[src/rtl/player_pkg.sv]
// Shared definitions for the player command front-end: command codes,
// pending-vector bit indices, opposing-pair layout and FSM states.
package player_pkg;

  localparam int unsigned NUM_CMDS = 10;

  typedef enum logic [3:0] {
    CMD_NOP        = 4'd0,
    CMD_PLAY_PAUSE = 4'd1,
    CMD_MUTE       = 4'd2,
    CMD_NEXT       = 4'd3,
    CMD_PREV       = 4'd4,
    CMD_FWD30      = 4'd5,
    CMD_BACK30     = 4'd6,
    CMD_FWD10      = 4'd7,
    CMD_BACK10     = 4'd8,
    CMD_VOL_UP     = 4'd9,
    CMD_VOL_DOWN   = 4'd10
  } cmd_t;

  // Pending-vector bit index = command code - 1.
  localparam int unsigned IDX_PLAY_PAUSE = 0;
  localparam int unsigned IDX_MUTE       = 1;
  localparam int unsigned IDX_NEXT       = 2;
  localparam int unsigned IDX_PREV       = 3;
  localparam int unsigned IDX_FWD30      = 4;
  localparam int unsigned IDX_BACK30     = 5;
  localparam int unsigned IDX_FWD10      = 6;
  localparam int unsigned IDX_BACK10     = 7;
  localparam int unsigned IDX_VOL_UP     = 8;
  localparam int unsigned IDX_VOL_DOWN   = 9;

  // Opposing pairs are adjacent bits: (NEXT,PREV) (FWD30,BACK30)
  // (FWD10,BACK10) (VOL_UP,VOL_DOWN); pair p = bits FIRST+2p and FIRST+2p+1.
  localparam int unsigned NUM_PAIRS      = 4;
  localparam int unsigned PAIR_FIRST_IDX = IDX_NEXT;

  typedef enum logic [1:0] {
    ST_IDLE  = 2'd0,
    ST_ISSUE = 2'd1,
    ST_GAP   = 2'd2
  } state_t;

  // Fixed priority: lowest set bit (lowest code) wins.
  function automatic cmd_t prio_code(input logic [NUM_CMDS-1:0] req);
    cmd_t code;
    code = CMD_NOP;
    for (int unsigned i = NUM_CMDS; i > 0; i--) begin
      if (req[i-1]) code = cmd_t'(4'(i));
    end
    return code;
  endfunction

  function automatic int unsigned max_u(input int unsigned a, input int unsigned b);
    return (a > b) ? a : b;
  endfunction

endpackage

[src/rtl/player_btn_cond.sv]
// Per-button conditioning: 2-FF synchronizer, rising-edge detect and,
// when REPEAT_EN is set, hold-to-repeat request generation.
module player_btn_cond
  import player_pkg::*;
#(
  parameter bit          REPEAT_EN     = 1'b0,
  parameter int unsigned REPEAT_DELAY  = 16,
  parameter int unsigned REPEAT_PERIOD = 8
) (
  input  logic clk_i,
  input  logic rst_ni,
  input  logic btn_i,
  output logic req_o
);

  logic sync1_q;
  logic sync2_q;
  logic prev_q;
  logic rise;

  // Synchronize the raw level and keep the previous synchronized sample.
  always_ff @(posedge clk_i or negedge rst_ni) begin
    if (!rst_ni) begin
      sync1_q <= 1'b0;
      sync2_q <= 1'b0;
      prev_q  <= 1'b0;
    end else begin
      sync1_q <= btn_i;
      sync2_q <= sync1_q;
      prev_q  <= sync2_q;
    end
  end

  assign rise = sync2_q & ~prev_q;

  generate
    if (REPEAT_EN) begin : g_rpt
      localparam int unsigned CNT_MAX = max_u(REPEAT_DELAY, REPEAT_PERIOD);
      localparam int unsigned CNT_W   = $clog2(CNT_MAX + 1);
      localparam logic [CNT_W-1:0] DELAY_C  = CNT_W'(REPEAT_DELAY);
      localparam logic [CNT_W-1:0] PERIOD_C = CNT_W'(REPEAT_PERIOD);

      logic [CNT_W-1:0] cnt_q;
      logic [CNT_W-1:0] cnt_d;
      logic [CNT_W-1:0] target;
      logic             rep_q;
      logic             rep_d;
      logic             hit;

      // Counter is 1 on the cycle after the edge, so a hit at value N lands
      // exactly N cycles after the previous request; rep_q selects the
      // initial delay versus the steady repeat period.
      always_comb begin
        cnt_d  = cnt_q;
        rep_d  = rep_q;
        hit    = 1'b0;
        target = rep_q ? PERIOD_C : DELAY_C;
        if (!sync2_q) begin
          cnt_d = '0;
          rep_d = 1'b0;
        end else if (rise) begin
          cnt_d = CNT_W'(1);
          rep_d = 1'b0;
        end else if (cnt_q != '0) begin
          if (cnt_q == target) begin
            hit   = 1'b1;
            cnt_d = CNT_W'(1);
            rep_d = 1'b1;
          end else if (cnt_q != '1) begin
            cnt_d = cnt_q + CNT_W'(1);
          end
        end
      end

      // Repeat counter and phase registers.
      always_ff @(posedge clk_i or negedge rst_ni) begin
        if (!rst_ni) begin
          cnt_q <= '0;
          rep_q <= 1'b0;
        end else begin
          cnt_q <= cnt_d;
          rep_q <= rep_d;
        end
      end

      assign req_o = rise | hit;
    end else begin : g_norpt
      assign req_o = rise;
    end
  endgenerate

endmodule

[src/rtl/player_cmd_scheduler.sv]
// Button front-end for the Player core: conditions ten buttons, keeps one
// pending request per command, resolves opposing pairs, and issues one
// command at a time by fixed priority over a valid/ready handshake.
module player_cmd_scheduler
  import player_pkg::*;
#(
  parameter int unsigned REPEAT_DELAY  = 16,
  parameter int unsigned REPEAT_PERIOD = 8
) (
  input  logic                clk,
  input  logic                reset_n,
  input  logic                play_pause,
  input  logic                next_song,
  input  logic                prev_song,
  input  logic                pass_30s,
  input  logic                back_30s,
  input  logic                pass_10s,
  input  logic                back_10s,
  input  logic                aumenta_volume,
  input  logic                diminui_volume,
  input  logic                mute_btn,
  input  logic                cmd_ready,
  output logic                cmd_valid,
  output logic [3:0]          cmd_code,
  output logic [NUM_CMDS-1:0] pending,
  output logic                overrun
);

  logic [NUM_CMDS-1:0] btn;
  logic [NUM_CMDS-1:0] req;
  logic [NUM_CMDS-1:0] req_eff;
  logic [NUM_CMDS-1:0] hs_clr;
  logic [NUM_CMDS-1:0] pair_clr;
  logic [NUM_CMDS-1:0] pend_q;
  logic [NUM_CMDS-1:0] pend_d;
  logic                ovr_q;
  logic                ovr_d;
  logic                hs;

  state_t state_q;
  state_t state_d;
  logic   valid_q;
  logic   valid_d;
  cmd_t   code_q;
  cmd_t   code_d;

  assign btn[IDX_PLAY_PAUSE] = play_pause;
  assign btn[IDX_MUTE]       = mute_btn;
  assign btn[IDX_NEXT]       = next_song;
  assign btn[IDX_PREV]       = prev_song;
  assign btn[IDX_FWD30]      = pass_30s;
  assign btn[IDX_BACK30]     = back_30s;
  assign btn[IDX_FWD10]      = pass_10s;
  assign btn[IDX_BACK10]     = back_10s;
  assign btn[IDX_VOL_UP]     = aumenta_volume;
  assign btn[IDX_VOL_DOWN]   = diminui_volume;

  generate
    for (genvar g = 0; g < NUM_CMDS; g++) begin : g_btn
      player_btn_cond #(
        .REPEAT_EN     ((g == IDX_VOL_UP) || (g == IDX_VOL_DOWN)),
        .REPEAT_DELAY  (REPEAT_DELAY),
        .REPEAT_PERIOD (REPEAT_PERIOD)
      ) u_cond (
        .clk_i  (clk),
        .rst_ni (reset_n),
        .btn_i  (btn[g]),
        .req_o  (req[g])
      );
    end
  endgenerate

  assign hs = (state_q == ST_ISSUE) && cmd_ready;

  // Pending update: handshake clear first, then pair cancellation, then new
  // requests, so a fresh edge on the in-flight code survives its own clear.
  always_comb begin
    req_eff  = req;
    pair_clr = '0;
    hs_clr   = '0;
    for (int unsigned p = 0; p < NUM_PAIRS; p++) begin
      if (req[PAIR_FIRST_IDX + 2*p] || req[PAIR_FIRST_IDX + 2*p + 1]) begin
        pair_clr[PAIR_FIRST_IDX + 2*p]     = 1'b1;
        pair_clr[PAIR_FIRST_IDX + 2*p + 1] = 1'b1;
      end
      if (req[PAIR_FIRST_IDX + 2*p] && req[PAIR_FIRST_IDX + 2*p + 1]) begin
        req_eff[PAIR_FIRST_IDX + 2*p]     = 1'b0;
        req_eff[PAIR_FIRST_IDX + 2*p + 1] = 1'b0;
      end
    end
    for (int unsigned i = 0; i < NUM_CMDS; i++) begin
      if (hs && (code_q == cmd_t'(4'(i + 1)))) hs_clr[i] = 1'b1;
    end
    pend_d = (pend_q & ~hs_clr & ~pair_clr) | req_eff;
    ovr_d  = |(req_eff & pend_q & ~hs_clr);
  end

  // Pending vector and overrun pulse registers.
  always_ff @(posedge clk or negedge reset_n) begin
    if (!reset_n) begin
      pend_q <= '0;
      ovr_q  <= 1'b0;
    end else begin
      pend_q <= pend_d;
      ovr_q  <= ovr_d;
    end
  end

  // FSM state register, also registering the handshake outputs.
  always_ff @(posedge clk or negedge reset_n) begin
    if (!reset_n) begin
      state_q <= ST_IDLE;
      valid_q <= 1'b0;
      code_q  <= CMD_NOP;
    end else begin
      state_q <= state_d;
      valid_q <= valid_d;
      code_q  <= code_d;
    end
  end

  // FSM next-state: arbitrate in IDLE, hold in ISSUE until ready, one GAP.
  always_comb begin
    state_d = state_q;
    unique case (state_q)
      ST_IDLE:  if (|pend_q) state_d = ST_ISSUE;
      ST_ISSUE: if (cmd_ready) state_d = ST_GAP;
      ST_GAP:   state_d = ST_IDLE;
      default:  state_d = ST_IDLE;
    endcase
  end

  // FSM outputs: latch the winning code on entry to ISSUE, NOP otherwise.
  always_comb begin
    valid_d = (state_d == ST_ISSUE);
    code_d  = CMD_NOP;
    unique case (state_q)
      ST_IDLE:  if (|pend_q) code_d = prio_code(pend_q);
      ST_ISSUE: if (!cmd_ready) code_d = code_q;
      default:  code_d = CMD_NOP;
    endcase
  end

  assign cmd_valid = valid_q;
  assign cmd_code  = code_q;
  assign pending   = pend_q;
  assign overrun   = ovr_q;

endmodule

[config.mk]
export PLATFORM = sky130hd
export DESIGN_NAME = player_cmd_scheduler
export DESIGN_NICKNAME = d
export VERILOG_FILES = /design/src/rtl/player_pkg.sv /design/src/rtl/player_btn_cond.sv /design/src/rtl/player_cmd_scheduler.sv
export SDC_FILE = /design/constraint.sdc
export NUM_CORES = 1
export LEC_CHECK = 0
export CORE_AREA = 2 2 68 76
export CTS_CLUSTER_DIAMETER = 150
export CTS_CLUSTER_SIZE = 8
export DETAILED_ROUTE_END_ITERATION = 10
export DIE_AREA = 0 0 70 78
export MAX_ROUTING_LAYER = met4
export PLACE_DENSITY = 0.84
export REMOVE_ABC_BUFFERS = 1
export SYNTH_ARGS = -nofsm -noshare
export SYNTH_HDL_FRONTEND = slang
export SYNTH_SLANG_ARGS = --single-unit
[constraint.sdc]
create_clock -name clk -period 3 [get_ports clk]
set_input_delay 0.45 -clock clk [delete_from_list [all_inputs] [get_ports clk]]
set_output_delay 0.45 -clock clk [all_outputs]
set_load 0.02 [all_outputs]
=== After elaboration in Yosys (flattened, before gate mapping) ===
Index checks and enable logic that the tools add are counted.

* Register bits: 60
* Logic and storage cells: 183
* Output and inout bits: 16

* Bitwise gates (word level): 29
* Multiplexer cells: 62
* Equal/unequal tests: 23
* Reductions and logical operators: 28
* Add/subtract/negate cells: 2

{| class="wikitable"
|+ Operator list
! cell !! number
|-
| two-way mux 5 bit || 12
|-
| two-way mux 4 bit || 12
|-
| bitwise AND 10 bit || 4
|-
| two-way mux 1 bit || 26
|-
| two-way mux 2 bit || 10
|-
| NOT 10 bit || 2
|-
| OR reduction 10 bit || 2
|-
| == test 4 x 3 -> 1 bit (second input constant) || 4
|-
| logical AND 1 bit || 15
|-
| == test 4 bit (second input constant) || 3
|-
| inequality test 3 bit (second input constant) || 4
|-
| adder 5 x 1 -> 5 bit (second input constant) || 2
|-
| bitwise AND 1 bit || 10
|-
| == test 5 bit || 2
|-
| inequality test 5 bit (second input constant) || 2
|-
| NOT 1 bit || 10
|-
| OR 10 bit || 1
|-
| nonzero test 5 bit || 2
|-
| == test 4 x 2 -> 1 bit (second input constant) || 2
|-
| inequality test 4 bit (second input constant) || 2
|-
| case mux 4 bit (2 select lines) || 1
|-
| AND reduction 2 bit || 4
|-
| == test 2 x 1 -> 1 bit (second input constant) || 2
|-
| == test 4 x 1 -> 1 bit (second input constant) || 1
|-
| other kinds (5) || 9
|}

=== Longest topological paths before layout ===
* Depth in word-level cells: 12
* Depth in mapped cells: 7

=== Hierarchy ===
From an unflattened synthesis, not the netlist that was laid out.

* Cell total of the unflattened synthesis: 229
* Area total of the unflattened synthesis: 2593.7 µm²

{| class="wikitable"
|+ By module, submodules not included
! module !! instances !! seq. area each (µm²) !! area each (µm²) !! cells an instance
|-
| player_btn_cond at g_btn[8].u_cond ... || 2 || 225.2 || 473.0 || 45
|-
| player_cmd_scheduler || 1 || 450.4 || 937.1 || 107
|-
| player_btn_cond at g_btn[0].u_cond ... || 8 || 75.1 || 88.8 || 4
|}

=== Least setup slack after synthesis ===
No wires, ideal clock.

* Path kind: reg-to-reg
* Start: register g_btn[9].u_cond.g_rpt.cnt_q[0]
* End: register g_btn[9].u_cond.g_rpt.cnt_q[2]
* Arrival time: 1572 ps
* Clock period less this slack: 1693 ps
* Path slack: 1307 ps
* Stages on the path, launching flop included: 8
* Buffers on the path: 0
* Cells stage by stage: dfrtp_1 -> ha_1 -> and3_1 -> ha_1 -> a21oi_1 -> or3_4 -> o21ai_0 -> a22o_1

* Word-level cells in the longest chain between the ends: 6

{| class="wikitable"
|+ RTL lines
! element !! RTL line !! source
|-
| start, declared || player_btn_cond.sv:43 || <nowiki>logic [CNT_W-1:0] cnt_q;</nowiki>
|-
| start signal, assigned || player_btn_cond.sv:81 || <nowiki>cnt_q <= cnt_d;</nowiki>
|-
| adder 5 x 1 -> 5 bit || player_btn_cond.sv:70 || <nowiki>cnt_d = cnt_q + CNT_W'(1);</nowiki>
|-
| two-way mux 5 bit || player_btn_cond.sv:69 || <nowiki>end else if (cnt_q != '1) begin</nowiki>
|-
| two-way mux 5 bit || player_btn_cond.sv:65 || <nowiki>if (cnt_q == target) begin</nowiki>
|-
| two-way mux 5 bit || player_btn_cond.sv:64 || <nowiki>end else if (cnt_q != '0) begin</nowiki>
|-
| two-way mux 5 bit || player_btn_cond.sv:61 || <nowiki>end else if (rise) begin</nowiki>
|-
| two-way mux 5 bit || player_btn_cond.sv:58 || <nowiki>if (!sync2_q) begin</nowiki>
|}

Several ways; a longest one is shown, not always the timed one. The select of a mux whose other input is x is not followed.
A chain may end at the register's enable or synchronous reset.

=== Worst setup path in the final report ===
* Start: input port cmd_ready
* End: register ovr_q (netlist: overrun)

* Word-level cells in the longest chain between the ends: 6

{| class="wikitable"
|+ RTL lines
! element !! RTL line !! source
|-
| start, declared || player_cmd_scheduler.sv:22 || <nowiki>input logic cmd_ready,</nowiki>
|-
| logical AND 1 bit (*) || player_cmd_scheduler.sv:73 || <nowiki>assign hs = (state_q == ST_ISSUE) && cmd_ready;</nowiki>
|-
| logical AND 1 bit || player_cmd_scheduler.sv:92 || <nowiki>if (hs && (code_q == cmd_t'(4'(i + 1)))) hs_clr[i] = 1'b1;</nowiki>
|-
| two-way mux 1 bit || player_cmd_scheduler.sv:92 ||
|-
| NOT 10 bit (*) || player_cmd_scheduler.sv:95 || <nowiki>ovr_d = |(req_eff & pend_q & ~hs_clr);</nowiki>
|-
| bitwise AND 10 bit (*) || player_cmd_scheduler.sv:95 ||
|-
| OR reduction 10 bit (*) || player_cmd_scheduler.sv:95 ||
|-
| via ovr_d || player_cmd_scheduler.sv:37 || <nowiki>logic ovr_d;</nowiki>
|-
| end signal, assigned || player_cmd_scheduler.sv:105 || <nowiki>ovr_q <= ovr_d;</nowiki>
|-
| end, declared || player_cmd_scheduler.sv:36 || <nowiki>logic ovr_q;</nowiki>
|}

The timed path passes the listed nets; every way through them passes the cells marked *.

==> metrics.cfg <==
[cts]
insertion_delay_ns = 0.34
htree_levels = 3
postCtsSetupBuffers = 0
tritoncts = done
post_cts_resized = 0
root_buffer = clkbuf_8
cts_max_path_buffers = 2
cts_buffers = 9
path_clk_slew_ns = 0.06
hold_buffers = 0
cts_sinks = 60

[grt]
grt_pass1_wl_microns = 8270
grt_pass1_vias = 1766
grt_busiest_layer = met2
use_met1_pct = 26.0
grtUsageMet2_pct = 31.1
grt-ovfl-total = 0
grt_usage_pct = 20.6
grt_start_max_net_pins = 28
antenna_found_initial = 0
use_met3_pct = 6.62

[power_and_ir_drop]
pwr_density_cell_nw_per_um2 = 678
p_int_mw = 1.43
leakagePower_nw = 1.32
ir_worst_vdd_mv = 0.433
pwr-share-clk_pct = 32.2
combPwrFrac_pct = 20.0
p_seq_share_pct = 47.8
p_sw_mw = 0.645
switching_share_pct = 31.2

[routing]
ant_nets = 0
vias = 1820
firstDrtPassIters = 4
routed_wl_microns = 4790
vias_per_cell = 5.63
drcViolationCount = 0
drtIter0Drc = 188
post_drt_wl_per_cell_microns = 14.8

[place]
place_inst = 307
place_hpwl_microns = 3440
io_buffers = 28
finalWeightedCongestion = 0.906

[setup_path]
rr_endpoint = g_btn[9].u_cond.g_rpt.cnt_q[2]$_DFFE_PN0P_
required_ns = 3.21
worstPathArrival_ns = 2.18
start_kind = input port
r2r_slack_ns = 1.17
path_max_fanout = 6
reg2regPathDepth = 7
criticalPathCategory = input port to register
regToRegStartpoint = g_btn[9].u_cond.g_rpt.cnt_q[0]$_DFFE_PN0P_
cp-end-kind = register

[sta]
worstMarginPinSlew_ns = 0.599
tns_ns = 0
max_freq_mhz = 509
max_slew_margin_pct = 60.1
period_needed_ns = 1.96
finalSetupViolations = 0
layout_worst_path_cycle_share_pct = 65.5
rsz0062_at_grt = false
timing_hold_violations_final = 0
finalMaxSlewViolations = 0
finClkSkew_ns = 0.00695

[run_status]
status = finished clean

[cells_and_area]
nFillCells = 375
finalNonFillerCells = 323
antennaDiodeCount = 0
fin_nets = 281
syn_to_final_growth_pct = 21.9
drive_above_1_share_pct = 8.24

[synth]
synthTopCellsByCount = dfrtp_1 (60), nor2_1 (19), a21oi_1 (18), inv_1 (15), nand2b_1 (10)
netlist.area_leader.share_pct = 60.0
syn-instance-count = 221
synth.most_common_cell = dfrtp_1
async_reset_ff_share_pct = 100
synth_seq_cells = 60
syn_area_per_cell_sq_um = 11.3
syn_area_sq_um = 2500
synth_edf_count = 0
yosysTopAreaCell = dfrtp_1
ys_top_cells_by_area = dfrtp_1 (60%), a21oi_1 (3.6%), ha_1 (3.0%)
yosys_warnings = 0
ys_dominant_reg_cell = dfrtp_1
synth_cell_types = 48
yosysSeqAreaShare_pct = 60.0

[floorplan]
core_sq_um = 4620
fp.dieW_microns = 70
initial_core_util_pct = 54.2
fp.dieArea_sq_um = 5460
rows = 26
fp.dieH_microns = 78
ios = 29

[job]
cap_violations = 0

[hold_path]
hp-class = input port to async pin

[layout by cell type, fill, tap and decap left out, types with 2 or more instances in the layout]
cell,count
nor2_1,19
and3b_1,3
ha_1,6
xor2_1,2
and3_1,2
nor3b_1,4
nor2b_1,5
clkdlybuf4s50_1,27
o31a_1,2
clkbuf_8,11
o21a_1,3
nand2b_1,10
nor3_1,7
a22o_1,2
or2b_1,2
nand2_1,8
buf_4,2
o21ai_1,4
dfrtp_1,60
a21o_1,2
o41ai_1,3
nand3_1,6
or3_1,2
o31ai_1,3
mux2i_1,3
clkinvlp_4,3
inv_1,15
a21oi_1,18
o21ai_0,7
[through the flow]
stage | util [%] | hold slack, ns | power [mW] | worst slack [ns] | area (sq um)
final | 66.1 | 0.117 | 2.07 | 1.04 | 3050
after global routing | 66.1 | 0.144 | 2.18 | 0.931 | 3050
after CTS | 66.1 | 0.127 | 2.09 | 1.06 | 3050
after detailed placement | 62.0 | 0.340 | 1.41 | 0.700 | 2860
after global placement | 62.0 | 0.331 | 1.40 | 0.828 | 2860
after floorplan | - | 0.154 | 1.22 | 1.31 | 2500
[state kept, by name, summed over array words and instances, names as in the netlist]
signal and flops:
g_btn.u_cond.prev_q 10, g_btn.u_cond.sync1_q 10, g_btn.u_cond.g_rpt.cnt_q 10, cmd_valid 1, g_btn.u_cond.g_rpt.rep_q 2, g_btn.u_cond.sync2_q 10
state_q 2, cmd_code 4, pending 10, overrun 1
[kinds of logic after synthesis]
logic type	share of synthesized area [%]
buffers and inverters	2.25
muxes	1.20
AOI/OAI and AO/OA	15.6
adders and majority gates	3.00
and+or+nand+nor	17.2
xor gates and xnor gates	0.700
DFF	60.0
[layer usage]
| layer | vias up | wire (microns) |
|---|---|---|
| met5 | - | 0 |
| met4 | 0 | 85 |
| met3 | 9 | 276 |
| met2 | 48 | 2320 |
| met1 | 894 | 2120 |
| li1 | 869 | - |
[power groups by stage]
| stage | Clock, mW | Sequential (mW) | Combinational [mW] |
|---|---|---|---|
| 2_1_floorplan | 0 | 1.03 | 0.191 |
| 3_3_place_gp | 0 | 0.998 | 0.400 |
| 3_5_place_dp | 0 | 1.00 | 0.410 |
| 4_1_cts | 0.684 | 0.987 | 0.414 |
| 5_1_grt | 0.723 | 1.00 | 0.450 |
| 6_report | 0.667 | 0.989 | 0.413 |
[critical path: stages]
cell	delay, ns
clkdlybuf4s50_1	0.62
nand3b_2	0.15
o41ai_1	0.50
o22a_1	0.21
o2111a_1	0.18
nand3_1	0.08
[how the worst max path moves through the flow]
stage / depth (start not counted) / slack, ns / startpoint / to
6_report: 6 / 1.04 / cmd_ready / overrun$_DFF_PN0_
5_1_grt: 6 / 0.93 / cmd_ready / overrun$_DFF_PN0_
4_1_cts: 6 / 1.06 / cmd_ready / overrun$_DFF_PN0_
3_5_place_dp: 6 / 0.70 / cmd_ready / overrun$_DFF_PN0_
3_3_place_gp: 6 / 0.83 / cmd_ready / overrun$_DFF_PN0_
2_1_floorplan: 7 / 1.31 / g_btn[9].u_cond.g_rpt.cnt_q[0]$_DFFE_PN0P_ / g_btn[9].u_cond.g_rpt.cnt_q[2]$_DFFE_PN0P_
[layout make-up]
cell class	count	area, sq um	area share [%]
Inverter	15	56.3	1.85
Timing Repair Buffer	30	290	9.51
Clock buffer	11	151	4.96
Tap cell	56	70.1	2.30
Clock inverter	5	36.3	1.19
Sequential cell	60	1500	49.2
Multi-Input combinational cell	146	946	31.0
No activity file was read; power rests on OpenSTA's default activity.
==> RTL edit (same settings) <==
Encoding of `state_t`: now one-hot (3 bits for 3 states).
--- a/src/rtl/player_pkg.sv
+++ b/src/rtl/player_pkg.sv
@@ -35,10 +35,10 @@
   localparam int unsigned NUM_PAIRS      = 4;
   localparam int unsigned PAIR_FIRST_IDX = IDX_NEXT;
 
-  typedef enum logic [1:0] {
-    ST_IDLE  = 2'd0,
-    ST_ISSUE = 2'd1,
-    ST_GAP   = 2'd2
+  typedef enum logic [2:0] {
+    ST_IDLE  = 3'b001,
+    ST_ISSUE = 3'b010,
+    ST_GAP   = 3'b100
   } state_t;
 
   // Fixed priority: lowest set bit (lowest code) wins.
Behaviour: same outputs for any inputs over 10 cycles, from zero or initial values and one cycle with reset_n low; not proved beyond that.
==> RTL edit against the unedited design <==
Clock skew rose by 3.7 ps; area after synthesis is 1.7% higher; clock power is 5.8% lower; sequential cell count rose by 1; non-clock buffer count unchanged; routed wire length shrank 5.3%; critical path depth increased by 2; sequential power is 2% lower; power decreased by 6.3%; combinational power is 18% lower; design area up 0.82%; setup slack lost 270 ps.
==> RTL edit: results (changes against the unedited design) <==
| Metric | Value |
|---|---|
| GRT met3 Usage | 0.0753 (was 0.0662) |
| Placed instance area | 2900 um2 (was 2860 um2) |
| Via/cell ratio | 5.48 (was 5.63) |
| Crit path time final | 2240 ps (was 1960 ps) |
| Routed wl met3 | 231 um (was 276 um) |
| XOR/XNOR Fraction of Synth Area | 0.0138 (was 0.00700) |
| Sequential cells | 61 (was 60) |
| DP Worst Slack | 651 ps (was 700 ps) |
| Largest net degree at the start of global routing | 46 (was 28) |
| Area growth syn-to-layout | 20.8% (was 21.9%) |
| Critical path's slowest cell | dfrtp_1 (was clkdlybuf4s50_1) |
| Slew margin rel. | 0.358 (was 0.601) |
| Total Routing Usage GR | 0.192 (was 0.206) |
| Fill cell count | 364 (was 375) |
| Status | complete, no violations (unchanged) |
| Final Instance Count excl. Fillers | 325 (was 323) |
| Mux contribution to synthesized area | 0.0216 (was 0.0120) |
| Crit path capture | g_btn[8].u_cond.g_rpt.cnt_q[0]$_DFFE_PN0P_ (was overrun$_DFF_PN0_) |
| Setup crit start | g_btn[8].u_cond.g_rpt.cnt_q[1]$_DFFE_PN0P_ (was cmd_ready) |
| Iter 0 DRT Violations | 109 (was 188) |
| Lkg Pwr | 1.35 nW (was 1.32 nW) |
| Multi-input combinational area share | 0.312 (was 0.310) |
| Synth Area in Adders | 0.0295 (was 0.0300) |
| Multi-input gates | 149 (was 146) |
| Nets | 284 (was 281) |
[RTL edit: changes by cell type after synthesis, sizes merged, moves of 3 or more]
| cell | change |
|---|---|
| nor3 | +5 |
| nand2b | +3 |
| nand2 | +10 |
| o21ai | -3 |
| a21oi | -5 |
| a21boi | +3 |
| nand3 | -4 |
[RTL edit: cell families (layout without fill, tap and decap cells)]
| group | Yosys count | in the layout |
|---|---|---|
| simple gates | 88 | 88 |
| xor+xnor | 4 | 4 |
| mux | 5 | 5 |
| buf+inv | 15 | 59 |
| compound gates | 46 | 46 |
| flops | 61 | 61 |
| fa+ha+maj | 6 | 6 |
[RTL edit: power by group through the flow]
stage                     clock network, W  registers (W)  logic [W]
after floorplan                          0        0.00101   0.000162
after global placement                   0       0.000985   0.000334
after detailed placement                 0       0.000987   0.000342
after CTS                         0.000646       0.000973   0.000344
after global routing              0.000690       0.000985   0.000373
final                             0.000628       0.000973   0.000338
